<file path="src/rtl/uart_pkg.sv">
// Shared UART definitions: bit-timing defaults, divider helper and the
// receiver state encoding. Used by both the RX and TX sides.
package uart_pkg;

    localparam int UART_CLK_FREQ = 50_000_000;
    localparam int UART_BAUD     = 115_200;

    // Clocks per bit, truncating like the TX so both ends agree exactly.
    function automatic int uart_div(input int clk_freq, input int baud);
        return clk_freq / baud;
    endfunction

    typedef enum logic [2:0] {
        IDLE  = 3'd0,
        START = 3'd1,
        DATA  = 3'd2,
        STOP  = 3'd3,
        BREAK = 3'd4
    } rx_state_t;

endpackage

</file>
<file path="src/rtl/uart_sync2.sv">
// Two-flop synchroniser for an asynchronous level input; resets high.
// Ports: clk, rst (sync, active high), d (async in), q (synchronised out).
module uart_sync2 (
    input  logic clk,
    input  logic rst,
    input  logic d,
    output logic q
);

    logic meta;

    always_ff @(posedge clk) begin
        if (rst) begin
            meta <= 1'b1;
            q    <= 1'b1;
        end else begin
            meta <= d;
            q    <= meta;
        end
    end

endmodule

</file>
<file path="src/rtl/uart_rx.sv">
// 8N1 UART receiver: start-edge detect, mid-bit 3-sample majority vote,
// LSB-first assembly, one-cycle valid strobe and framing-error strobe.
// Ports: clk, rst (sync, active high), rxd (async line, idle high),
//        rx_data[7:0], rx_data_valid, rx_busy, rx_frame_err.
module uart_rx
    import uart_pkg::*;
#(
    parameter int CLK_FREQ = UART_CLK_FREQ,
    parameter int BAUD     = UART_BAUD
) (
    input  logic       clk,
    input  logic       rst,
    input  logic       rxd,
    output logic [7:0] rx_data,
    output logic       rx_data_valid,
    output logic       rx_busy,
    output logic       rx_frame_err
);

    localparam int DIV = uart_div(CLK_FREQ, BAUD);
    localparam int CW  = $clog2(DIV);

    localparam logic [CW-1:0] CNT_LAST = CW'(DIV - 1);
    localparam logic [CW-1:0] SMP_LO   = CW'(DIV / 2 - 1);
    localparam logic [CW-1:0] SMP_HI   = CW'(DIV / 2 + 1);
    localparam logic [CW-1:0] CNT_DEC  = CW'(DIV / 2 + 2);

    rx_state_t     state, state_d;
    logic [CW-1:0] cnt, cnt_d;
    logic [2:0]    idx, idx_d;
    logic [7:0]    shift, shift_d;
    logic [2:0]    smp, smp_d;
    logic [7:0]    data_d;
    logic          valid_d, err_d;

    logic          rxd_s, rxd_q;
    logic [1:0]    settle;
    logic          fall, vote;
    logic          cnt_wrap, at_dec, in_win;

    uart_sync2 u_sync (
        .clk (clk),
        .rst (rst),
        .d   (rxd),
        .q   (rxd_s)
    );

    // The synchroniser and edge flop power up high, so a line held low
    // through reset would look like a falling edge. Edge detection is
    // armed only once both stages carry real line samples.
    assign fall = (settle == 2'd3) && rxd_q && !rxd_s;

    assign vote = (smp[0] & smp[1]) | (smp[0] & smp[2]) | (smp[1] & smp[2]);

    assign cnt_wrap = (cnt == CNT_LAST);
    assign at_dec   = (cnt == CNT_DEC);
    assign in_win   = (cnt >= SMP_LO) && (cnt <= SMP_HI);

    assign rx_busy = (state != IDLE);

    always_comb begin
        state_d = state;
        cnt_d   = cnt_wrap ? '0 : cnt + CW'(1);
        idx_d   = idx;
        shift_d = shift;
        smp_d   = in_win ? {smp[1:0], rxd_s} : smp;
        data_d  = rx_data;
        valid_d = 1'b0;
        err_d   = 1'b0;

        unique case (state)
            IDLE: begin
                cnt_d = '0;
                if (fall) state_d = START;
            end
            START: begin
                if (at_dec && vote) begin
                    state_d = IDLE;
                    cnt_d   = '0;
                end else if (cnt_wrap) begin
                    state_d = DATA;
                    idx_d   = '0;
                end
            end
            DATA: begin
                if (at_dec) shift_d[idx] = vote;
                if (cnt_wrap) begin
                    if (idx == 3'd7) state_d = STOP;
                    else             idx_d   = idx + 3'd1;
                end
            end
            STOP: begin
                // Leaving at mid-stop leaves half a bit to catch the
                // next start edge of a back-to-back frame.
                if (at_dec) begin
                    cnt_d = '0;
                    if (vote) begin
                        data_d  = shift;
                        valid_d = 1'b1;
                        state_d = IDLE;
                    end else begin
                        err_d   = 1'b1;
                        state_d = BREAK;
                    end
                end
            end
            BREAK: begin
                cnt_d = '0;
                if (rxd_s) state_d = IDLE;
            end
            default: begin
                cnt_d   = '0;
                state_d = IDLE;
            end
        endcase
    end

    always_ff @(posedge clk) begin
        if (rst) begin
            state         <= IDLE;
            cnt           <= '0;
            idx           <= '0;
            shift         <= '0;
            smp           <= '0;
            rx_data       <= 8'h00;
            rx_data_valid <= 1'b0;
            rx_frame_err  <= 1'b0;
            rxd_q         <= 1'b1;
            settle        <= '0;
        end else begin
            state         <= state_d;
            cnt           <= cnt_d;
            idx           <= idx_d;
            shift         <= shift_d;
            smp           <= smp_d;
            rx_data       <= data_d;
            rx_data_valid <= valid_d;
            rx_frame_err  <= err_d;
            rxd_q         <= rxd_s;
            if (settle != 2'd3) settle <= settle + 2'd1;
        end
    end

endmodule

</file>
<file path="config.mk">
export PLATFORM = sky130hd
export DESIGN_NAME = uart_rx
export DESIGN_NICKNAME = d
export VERILOG_FILES = /design/src/rtl/uart_pkg.sv /design/src/rtl/uart_sync2.sv /design/src/rtl/uart_rx.sv
export SDC_FILE = /design/constraint.sdc
export NUM_CORES = 1
export LEC_CHECK = 0
export BUFFER_PORTS_ARGS = -buffer_cell sky130_fd_sc_hd__buf_4
export CORE_AREA = 2 2 61 63
export CTS_BUF_LIST = sky130_fd_sc_hd__clkbuf_8
export DETAILED_ROUTE_END_ITERATION = 10
export DIE_AREA = 0 0 63 65
export HOLD_SLACK_MARGIN = 0.05
export PLACE_DENSITY = 0.81
export SYNTH_ARGS = -nofsm -noshare
export SYNTH_HDL_FRONTEND = slang
export SYNTH_SLANG_ARGS = --single-unit
</file>
<file path="constraint.sdc">
create_clock -name clk -period 4.2 [get_ports clk]
set_input_delay 0.42 -clock clk [delete_from_list [all_inputs] [get_ports clk]]
set_output_delay 0.42 -clock clk [all_outputs]
set_load 0.005 [all_outputs]
</file>
==> metrics <==
die width around 63 µm; largest family of logic cells by synthesized area simple AND/OR/NAND/NOR gates; Reg power frac 48.3%; final hold vios 0; post-synthesis xor/xnor area fraction approximately 3.8%; commonest non-fill, non-tap cell in the layout dfxtp_1; complex-gate fraction of the synthesized area under 10%; Clk pwr share approximately two fifths; last element of the critical path state[2]; most frequent cells in the layout dfxtp_1, nor2_1, mux2i_1; crit end category flop; Core Area around 3500 µm²; fin. max-slew vios 0; FFs w/ async S/R, synth 0%; LEAKAGE 0.766 nW; setup violators final 0; # DRC 0; CTS tree built; Global Route Usage Sum 17.4%; die area a little over 4000 µm²; I/O pin count 14; launching point of the worst reg2reg path cnt[0]; fin nets between 200 and 250; hold_buf cts 0; Tightest Pin Transition between 0.5 and 0.6 ns; main area contributors after synthesis dfxtp_1, mux2i_1, nor2_1, ha_1, nand3_1; Syn Std Cell Area around 1800 µm²; DR pass1 iterations 4; Ant. Diodes 0; Crit Path Class flop to flop; antenna violations before repair 0; Netlist cell types 46; WP data arrival around 2.2 ns; P_int 0.000685 W; Synth Area per Inst about 9.7 µm²; Rows 22; status finished clean; Reg2Reg Depth 5; Vias/cell about 5.5; area share of the largest cell type after synthesis roughly 45%; Root Driver clkbuf_8; Worst R2R Setup Slack between 2 and 2.5 ns; Tcrit/Tclk final a little under half; hpwl dp 2240 µm; area grow syn2layout 13.4%; # Post-CTS Setup Buffers 0; EDFF count, synth 0; worst-path maximum fanout 6; max-cap violations 0; Placed Area 1950 µm²; RSZ-0062 raised after global routing no; number of DRC markers in iteration 0 just under 90; Critical Path RT around 4.4 ns; worst min-delay path class input pin to flop; CP Launch Point cnt[0]; Final Wtd Congestion slightly below 0.9; die height between 60 and 70 µm; clk slew on worst S/H paths 0.07 ns; multi-input combinational cell area roughly 950 µm²; switching share of power between 20% and 30%; ANT nets after route 0; GRT Residual Overflow 0; fmax ~0.51 GHz; Peak VDD IR ~220 µV; clock skew just under 0.006 ns; Critical R2R Capture state[2]; #FFs+latches synth 41; post-layout min period 1.97 ns; vias in the first global route approximately 1300; final instance area roughly 2100 µm²; initial core utilization between 50% and 60%; crit path cell chain ha_1 > and4bb_2 > nand3_4 > a311oi_2 > mux2_1; vias ~1400; Synthesis Warnings 0; post-synth net total 199; register area share after synthesis ~45%; Pwr Total slightly below 0.0009 W; Worst setup SP type flop; Synth Flop Type dfxtp_1; first-pass GRT wire length 5610 µm; Syn Inst Count 190; cts repair resizes 0; Fill cells ~300; flip-flop and latch area roughly 820 µm²; Comb power frac roughly a tenth; Synth Area in Simple Gates approximately a quarter; clk_lat worst skew roughly 0.29 ns; total CTS buffers 5; post-DR wirelength/cell between 10 and 15 µm; area share of fa/ha/maj cells after synthesis under 10%; largest net degree at the start of global routing 27; Sw Pwr 0.000199 W; Clock Sink Count 41; IO Port Bufs 13; fraction of layout cells with a size suffix above 1 around 16%; Post-Route WL roughly 3100 µm; Synth area leader dfxtp_1; P per Cell Area about 420 nW/µm²; setup tns final 0 ns; maximum clock path buffer count 2; post-layout util between 50% and 60%; CP max-delay cell dfxtp_1; H-Tree Depth 2; critical path's largest stage delay between 0.4 and 0.5 ns; post-synthesis mux area share under 10%; Slew HR around 60%
==> metrics by stage <==
step,worst slack [ns],cells,hold slack [ns]
after floorplan,2.43,190,0.389
after global placement,2.29,242,0.393
after detailed placement,2.22,242,0.402
after CTS,2.23,250,0.303
after global routing,2.07,250,0.298
final,2.23,250,0.311
==> power by group through the flow <==
stage | logic [W] | registers (W) | clock network, W
after floorplan | 0.0000834 | 0.000422 | 0
after global placement | 0.0000897 | 0.000435 | 0
after detailed placement | 0.0000914 | 0.000436 | 0
after CTS | 0.0000921 | 0.000427 | 0.000374
after global routing | 0.000103 | 0.000430 | 0.000395
final | 0.0000916 | 0.000427 | 0.000366
==> routing by layer <==
| metal | part of all wire [%] | track usage (%) |
|---|---|---|
| met5 | 0 | 0 |
| met4 | 2.2 | 8.61 |
| met3 | 5.1 | 5.21 |
| met2 | 44 | 26.9 |
| met1 | 49 | 22.1 |
==> sequential cells by signal (all words and copies together), names as in the netlist, 2 cells and up <==
register	cells
cnt	9
idx	3
smp	3
shift	8
state	3
settle	2
rx_data	8
==> worst max-delay path: cells and delay by family (launching register included) <==
kind                     cells  cell delay [ns]
AO/OA/AOI/OAI                1             0.38
adder cells (fa/ha/maj)      1             0.26
flip-flops                   1             0.41
multiplexers                 1             0.35
AND/OR/NAND/NOR              2             0.46
==> how the worst min path moves through the flow <==
| stage | from | endpoint | slack (ns) | cells past startpoint |
|---|---|---|---|---|
| floorplan | u_sync.meta | u_sync.q | 0.39 | 1 |
| global placement | u_sync.meta | u_sync.q | 0.39 | 1 |
| detailed placement | u_sync.meta | u_sync.q | 0.40 | 1 |
| CTS | rxd | u_sync.meta | 0.30 | 2 |
| global route | rxd | u_sync.meta | 0.30 | 2 |
| finish | rxd | u_sync.meta | 0.31 | 2 |
==> synthesized netlist by cell type (2+ instances only) <==
master	number
nor2b_1	2
dfxtp_1	41
and3_1	2
o31ai_1	3
and4bb_2	2
nor2_1	24
nand3_1	10
mux2i_1	16
nand4_1	4
buf_2	3
nor3_1	8
xnor2_1	5
or2_2	3
mux2_1	2
xor2_1	3
ha_1	6
clkbuf_1	4
o211ai_1	3
nand2_1	10
and4b_1	2
inv_1	5
or3_1	2
nor3b_1	2
buf_4	2
a21oi_1	5
==> logic make-up after synthesis <==
family / count (synthesis)
AO/OA/AOI/OAI: 19
XOR/XNOR: 8
adder cells (fa/ha/maj): 7
buffers and inverters: 15
flip-flops: 41
multiplexers: 18
AND/OR/NAND/NOR: 82
==> area by class of cell <==
cell class                      instances  area share (%)
Inverter                                6            1.08
Clock buffer                            5            3.30
Multi-Input combinational cell        134            45.7
Tap cell                               48            2.88
Sequential cell                        41            39.3
Clock inverter                          3            3.12
Timing Repair Buffer                   13            4.67
Power figures use the tool's default switching activity.
